[config.mk]
export PLATFORM = sky130hd
export DESIGN_NAME = biriscv_mule
export DESIGN_NICKNAME = d
export VERILOG_FILES = /design/src/rtl/biriscv_mule.sv
export SDC_FILE = /design/constraint.sdc
export NUM_CORES = 1
export LEC_CHECK = 0
export CAP_MARGIN = 20
export CORE_UTILIZATION = 35
export CTS_CLUSTER_DIAMETER = 30
export DETAILED_ROUTE_END_ITERATION = 6
export HOLD_SLACK_MARGIN = 0.05
export MAX_ROUTING_LAYER = met4
export REMOVE_ABC_BUFFERS = 1
export SLEW_MARGIN = 0
export SYNTH_ARGS = -nofsm -noshare
export SYNTH_HDL_FRONTEND = slang
export SYNTH_SLANG_ARGS = --single-unit
[constraint.sdc]
create_clock -name clk_i -period 3.5 [get_ports clk_i]
set_clock_uncertainty 0.05 [all_clocks]
set_input_delay 0.7 -clock clk_i [delete_from_list [all_inputs] [get_ports clk_i]]
set_output_delay 0.7 -clock clk_i [all_outputs]
set_load 0.005 [all_outputs]
[src/rtl/biriscv_mule.sv]
// Iterative 32x32 extended multiplier for the custom-0 MULE instructions.
// Radix-2 shift-add over 32 cycles, a sign-fix cycle, and a one-entry reuse cache.
module biriscv_mule (
   input  logic        clk_i,
   input  logic        rst_ni,
   input  logic        opcode_valid_i,
   input  logic [31:0] opcode_opcode_i,
   input  logic [31:0] opcode_ra_operand_i,
   input  logic [31:0] opcode_rb_operand_i,
   input  logic        flush_i,
   output logic        busy_o,
   output logic        mule_complete_o,
   output logic [31:0] mule_result_o
);

   typedef enum logic [1:0] {IDLE, BUSY, FIX} state_t;

   state_t      state;
   state_t      state_next;

   logic [2:0]  funct3_in;
   logic        accept;
   logic        hit;
   logic        a_signed;
   logic        b_signed;
   logic        neg_in;
   logic [31:0] a_abs;
   logic [31:0] b_abs;
   logic        unused_opcode;

   logic [2:0]  funct3;
   logic [31:0] ra_key;
   logic [31:0] rb_key;
   logic        neg;
   logic [31:0] mcand;
   logic [31:0] mplr;
   logic [63:0] acc;
   logic [4:0]  count;

   logic        cache_valid;
   logic [2:0]  cache_funct3;
   logic [31:0] cache_ra;
   logic [31:0] cache_rb;

   logic [32:0] sum;
   logic [63:0] product;
   logic [31:0] result_sel;

   assign funct3_in     = opcode_opcode_i[14:12];
   assign unused_opcode = ^{opcode_opcode_i[24:15], opcode_opcode_i[11:7]};

   assign accept = opcode_valid_i
                && (opcode_opcode_i[6:0] == 7'b0001011)
                && (opcode_opcode_i[31:25] == 7'b0000001)
                && (state == IDLE) && !flush_i;

   // A hit replays the last completion, which is exactly what mule_result_o still holds.
   assign hit = accept && cache_valid
             && (cache_funct3 == funct3_in)
             && (cache_ra == opcode_ra_operand_i)
             && (cache_rb == opcode_rb_operand_i);

   assign a_signed = (funct3_in == 3'b001) || (funct3_in == 3'b010);
   assign b_signed = (funct3_in == 3'b001);
   assign a_abs    = (a_signed && opcode_ra_operand_i[31]) ? (~opcode_ra_operand_i + 32'd1)
                                                          : opcode_ra_operand_i;
   assign b_abs    = (b_signed && opcode_rb_operand_i[31]) ? (~opcode_rb_operand_i + 32'd1)
                                                          : opcode_rb_operand_i;
   assign neg_in   = (a_signed && opcode_ra_operand_i[31]) ^ (b_signed && opcode_rb_operand_i[31]);

   assign sum     = {1'b0, acc[63:32]} + (mplr[0] ? {1'b0, mcand} : 33'd0);
   assign product = neg ? (~acc + 64'd1) : acc;

   always_comb begin
      result_sel = 32'd0;
      case (funct3)
         3'b000:                   result_sel = product[31:0];
         3'b001, 3'b010, 3'b011:   result_sel = product[63:32];
         default:                  result_sel = 32'd0;
      endcase
   end

   always_comb begin
      state_next = state;
      case (state)
         IDLE:    if (accept && !hit) state_next = BUSY;
         BUSY:    if (count == 5'd31) state_next = FIX;
         FIX:     state_next = IDLE;
         default: state_next = IDLE;
      endcase
      if (flush_i) state_next = IDLE;
   end

   always_ff @(posedge clk_i or negedge rst_ni) begin
      if (!rst_ni) state <= IDLE;
      else         state <= state_next;
   end

   assign busy_o = (state != IDLE);

   always_ff @(posedge clk_i or negedge rst_ni) begin
      if (!rst_ni) begin
         funct3          <= 3'd0;
         ra_key          <= 32'd0;
         rb_key          <= 32'd0;
         neg             <= 1'b0;
         mcand           <= 32'd0;
         mplr            <= 32'd0;
         acc             <= 64'd0;
         count           <= 5'd0;
         cache_valid     <= 1'b0;
         cache_funct3    <= 3'd0;
         cache_ra        <= 32'd0;
         cache_rb        <= 32'd0;
         mule_complete_o <= 1'b0;
         mule_result_o   <= 32'd0;
      end else begin
         mule_complete_o <= 1'b0;
         if (hit) begin
            mule_complete_o <= 1'b1;
         end else if (accept) begin
            funct3 <= funct3_in;
            ra_key <= opcode_ra_operand_i;
            rb_key <= opcode_rb_operand_i;
            neg    <= neg_in;
            mcand  <= a_abs;
            mplr   <= b_abs;
            acc    <= 64'd0;
            count  <= 5'd0;
         end
         if (state == BUSY && !flush_i) begin
            acc   <= {sum, acc[31:1]};
            mplr  <= {1'b0, mplr[31:1]};
            count <= count + 5'd1;
         end
         if (state == FIX && !flush_i) begin
            mule_result_o   <= result_sel;
            mule_complete_o <= 1'b1;
            cache_valid     <= 1'b1;
            cache_funct3    <= funct3;
            cache_ra        <= ra_key;
            cache_rb        <= rb_key;
         end
      end
   end

endmodule

Word level (Yosys, flattened, before mapping):

Cells that the tools add are included.

* bits in registers: 304
* input port bits: 100

* $add $sub $neg: 5
* eq/ne operators: 16
* multiplexer cells: 20
* bitwise operators: 5
* reductions and logical operators: 24

Operators with widths (count)
* 64-bit two-way mux: 4
* 32-bit two-way mux: 6
* 32-bit by 1-bit adder with 32-bit output, second input constant: 2
* 64-bit by 1-bit adder with 64-bit output, second input constant: 1
* 32-bit == test: 2
* 32-bit NOT: 2
* 64-bit NOT: 1
* 32-bit case mux with 2 select lines: 1
* 32-bit by 32-bit adder with 33-bit output: 1
* 5-bit two-way mux: 3
* 1-bit logical AND: 13
* 3-bit by 2-bit == test with 1-bit output, second input constant: 3
* 7-bit by 1-bit == test with 1-bit output, second input constant: 1
* 7-bit by 4-bit == test with 1-bit output, second input constant: 1
* 3-bit by 1-bit == test with 1-bit output, second input constant: 2
* 2-bit two-way mux: 3
* 2-bit AND reduction: 3
* 5-bit by 1-bit adder with 5-bit output, second input constant: 1
* 5-bit == test, second input constant: 1
* 2-bit case mux with 2 select lines: 1
* 2-bit nonzero test: 2
* 3-bit == test: 1
* 3-bit zero test: 1
* 3-bit by 2-bit inequality test with 1-bit output, second input constant: 1
* other kinds (11): 13

Longest topological paths before layout:

* depth after elaboration: 14
* mapped depth: 13
* mapped depth without buffers: 12

Least setup slack after synthesis:

OpenSTA, ideal clock, no wires.

* path kind: input port to flip-flop
* start: input opcode_rb_operand_i[2]
* end: register funct3[0]
* arrival: 3351 ps
* data required time: 3325 ps
* setup slack: -26 ps
* stages: 10
* buffers on the path: 4
* path through: clkbuf_1 xnor2_1 nand3_1 or4_1 nor4_1 a31o_2 clkbuf_1 clkbuf_1 clkbuf_1 mux2_2

* longest elaborated chain between the ends: 4

Ends and longest elaborated chain
* start, declared: RTL line 9 `input logic [31:0] opcode_rb_operand_i,`
* 32-bit == test: RTL line 61 `&& (cache_rb == opcode_rb_operand_i);`
* 1-bit logical AND: RTL line 61
* 1-bit NOT (no source line)
* 2-bit AND reduction (no source line)
* end signal, assigned: RTL line 122 `funct3 <= funct3_in;`
* end, declared: RTL line 31 `logic [2:0] funct3;`

Every way passes these cells.
A chain may end at the register's enable or synchronous reset.

Worst setup path in the final report:

* start: register acc[8]
* end: register mule_result_o[5]

* longest elaborated chain between the ends: 4

Ends and longest elaborated chain
* start, declared: RTL line 37 `logic [63:0] acc;`
* start signal, assigned: RTL line 132 `acc <= {sum, acc[31:1]};`
* 64-bit NOT: RTL line 72 `assign product = neg ? (~acc + 64'd1) : acc;`
* 64-bit by 1-bit adder with 64-bit output: RTL line 72
* 64-bit two-way mux: RTL line 72
* 32-bit case mux with 2 select lines: RTL line 76 `case (funct3)`
* end signal, assigned: RTL line 137 `mule_result_o <= result_sel;`
* end, declared: RTL line 13 `output logic [31:0] mule_result_o`

Every way passes these cells.

==> results by group <==
Timing
  • Slew margin rel.: 35.6%
  • Unrepaired setup endpoints after global routing: false
  • F_max: 0.300 GHz
  • Tcrit/Tclk final: 95.1%
  • Worst hold slack: 0.0649 ns
  • Final Slew Violations: 0
  • Slew @ Worst Pin: 0.966 ns
  • Hold Violations, Final: 0
  • Setup TNS: 0 ns
  • Final setup vio count: 0
  • Final Critical Period: 3.33 ns

Synth
  • Commonest cells post-synth: 408 x nand2_1, 303 x dfrtp_1, 125 x xnor2_1, 123 x o21ai_0, 107 x clkbuf_1
  • #FFs+latches synth: 303
  • Count of cell types in the netlist: 70
  • Leading area contributor after synthesis: dfrtp_1
  • Post-synth EDFFs: 0
  • Post-synth top flop: dfrtp_1
  • Sequential fraction of the synthesis area: 44.0%
  • Post-Synthesis Cell Area: 17200 um2
  • Synth Instances: 1914
  • Synth Warn #: 0
  • Top-count cell post-synth: nand2_1
  • Top cells by area, synth: dfrtp_1 44%, nand2_1 8.9%, xnor2_1 6.3%
  • Share of flip-flops with an asynchronous set or reset: 100%
  • Mapped Avg Cell Area: 9.01 um2
  • Top cell type's share of synthesized area: 44.0%

Detailed routing
  • Vias: 14400
  • Routed WL: 48800 um
  • Vias per std cell: 5.14
  • Routed wire length per instance: 17.4 um
  • Iteration-0 DRC count of the detailed router: 905
  • Drc violations: 0
  • DRT Pass-1 Iters: 7
  • Post-route ant nets: 0

Critical path
  • Critical path launch point type: flop
  • Reg2Reg Depth: 10
  • R2r startpoint: acc[8]
  • Critical Path RT: 3.92 ns
  • Worst Path Arrival: 3.75 ns
  • CP max FO: 5
  • Setup slack, reg-to-reg: 0.17 ns
  • Critical path capture point type: flop
  • Setup CP Type: flop to flop
  • RR Endpoint: mule_result_o[5]

CTS
  • Clk slew on worst S/H paths: 0.04 ns
  • Clock root buffer: clkbuf_16
  • Hold buffer count at cts: 0
  • CTS sink cnt: 303
  • H-tree lvl count: 3
  • Clk Latency, worst-skew pair: 0.61 ns
  • CTS tree: yes
  • Setup repair bufs after CTS: 0
  • Clock buffer count from CTS: 74
  • Clk buf depth: 3
  • # resized after CTS: 0

Floorplan
  • Die height: 224 um
  • Row count: 80
  • DIE AREA: 50200 um2
  • DIE WIDTH: 224 um
  • Top Ports: 134
  • Effective utilization at floorplan: 35.8%
  • Core Region: 48100 um2

Placed design
  • Post-DP HPWL: 35500 um
  • DP Area: 19800 um2
  • Count of buffers from port buffering: 118
  • GP Congestion: 0.888

Flow run
  • Max_cap viols: 0

Power
  • Leakage power total: 10.5 nW
  • Pwr Density: 483 nW/um2
  • Pwr Total: 10.8 mW
  • VDD IR max: 287 uV

Finish
  • Design area: 22400 um2
  • Layout area overhead: 30.0%
  • Fin nets: 2238
  • Layout cells sized above 1: 16.2%
  • Final core utilization: 46.5%
  • N_diodes: 0

Global route
  • Total gr overflow: 0
  • Initial antenna violation count: 0
  • Vias in the first global route: 14600
  • Pin count of the biggest net entering global routing: 91
  • First-pass GRT wire length: 78900 um
  • GRT Util Overall: 20.5%

Status
  • Status: finished clean

Min path
  • Worst hold path class: input port to async pin
## flip-flops by register name, summed over array words and instances (netlist names)
register         flops
cache_rb            32
acc                 64
mule_complete_o      1
state                2
mcand               31
mule_result_o       32
rb_key              32
neg                  1
funct3               3
cache_ra            32
cache_valid          1
ra_key              32
mplr                32
cache_funct3         3
count                5
## through the flow
| stage | setup WS (ns) | cells |
|---|---|---|
| floorplan | -1.94 | 1791 |
| global placement | -0.147 | 2680 |
| detailed placement | -0.158 | 2680 |
| CTS | 0.0730 | 2812 |
| global route | 0.0254 | 2812 |
| finish | 0.171 | 2812 |
## worst max-delay path, cell delays in order (launching register included)
cell and delay (ns):
dfrtp_1 0.41, or4_1 0.59, nor4bb_1 0.32, buf_4 0.19, nand3_1 0.08, buf_4 0.18
or4_2 0.57, o31ai_1 0.29, xor2_1 0.18, o21ai_0 0.13, a22o_1 0.22
## report_power, final
group | switching, mW | internal [mW] | leakage (nW)
clock | 2.13 | 4.72 | 1.22
combinational | 0.251 | 0.200 | 5.10
sequential | 0.000629 | 3.52 | 4.21
## worst max-delay path by stage
stage	startpoint	to	slack (ns)	cells after the start
6_report	acc[8]	mule_result_o[5]	0.17	10
5_1_grt	mplr[0]	acc[63]	0.03	14
4_1_cts	acc[1]	mule_result_o[22]	0.07	10
3_5_place_dp	opcode_rb_operand_i[2]	count[2]	-0.16	12
3_3_place_gp	opcode_rb_operand_i[2]	count[2]	-0.15	12
2_1_floorplan	opcode_rb_operand_i[2]	acc[61]	-1.94	8
## kinds of logic (layout without fill, tap and decap cells)
group	Yosys count	count (layout)	share of synthesized area, %
adders and majority gates	38	38	2.80
AOI/OAI and AO/OA	370	370	13.7
and+or+nand+nor	764	764	20.3
DFF	303	303	44.0
buffers and inverters	155	397	3.50
muxes	89	89	5.79
xor gates and xnor gates	195	195	9.90
## metal layers
layer	global-route usage (%)	part of all wire, %	up-vias
met5	-	0	-
met2	32.3	46	321
met3	3.93	4.2	119
met1	25.7	46	6949
li1	-	-	7057
met4	8.79	3.7	0
## layout make-up
type                    instances  area (um2)
fillers                      4534       25700
multi-input cells            1456        9110
flip-flops and latches        303        7580
repair buffers                233        2240
clock buffers                  97        2060
well taps                     656         821
clock inverters                35         482
inverters                      32         120
## layout by cell type, fill, tap and decap left out, types with 31 or more instances in the layout
cell             synthesis  final
mux2_2                  86     86
clkdlybuf4s50_1          0    117
inv_1                   32     32
nand3_1                 81     81
nand2_1                408    406
and2_1                  40     39
o211ai_1                31     31
clkbuf_16                0     76
xnor2_1                125    125
o31ai_1                 31     31
nor2_1                  74     74
buf_4                    0    100
a21oi_1                 74     73
ha_1                    37     37
dfrtp_1                303    302
nor3_1                  33     32
o21ai_0                123    123
xor2_1                  70     70
(Power assumes the default switching activity.)
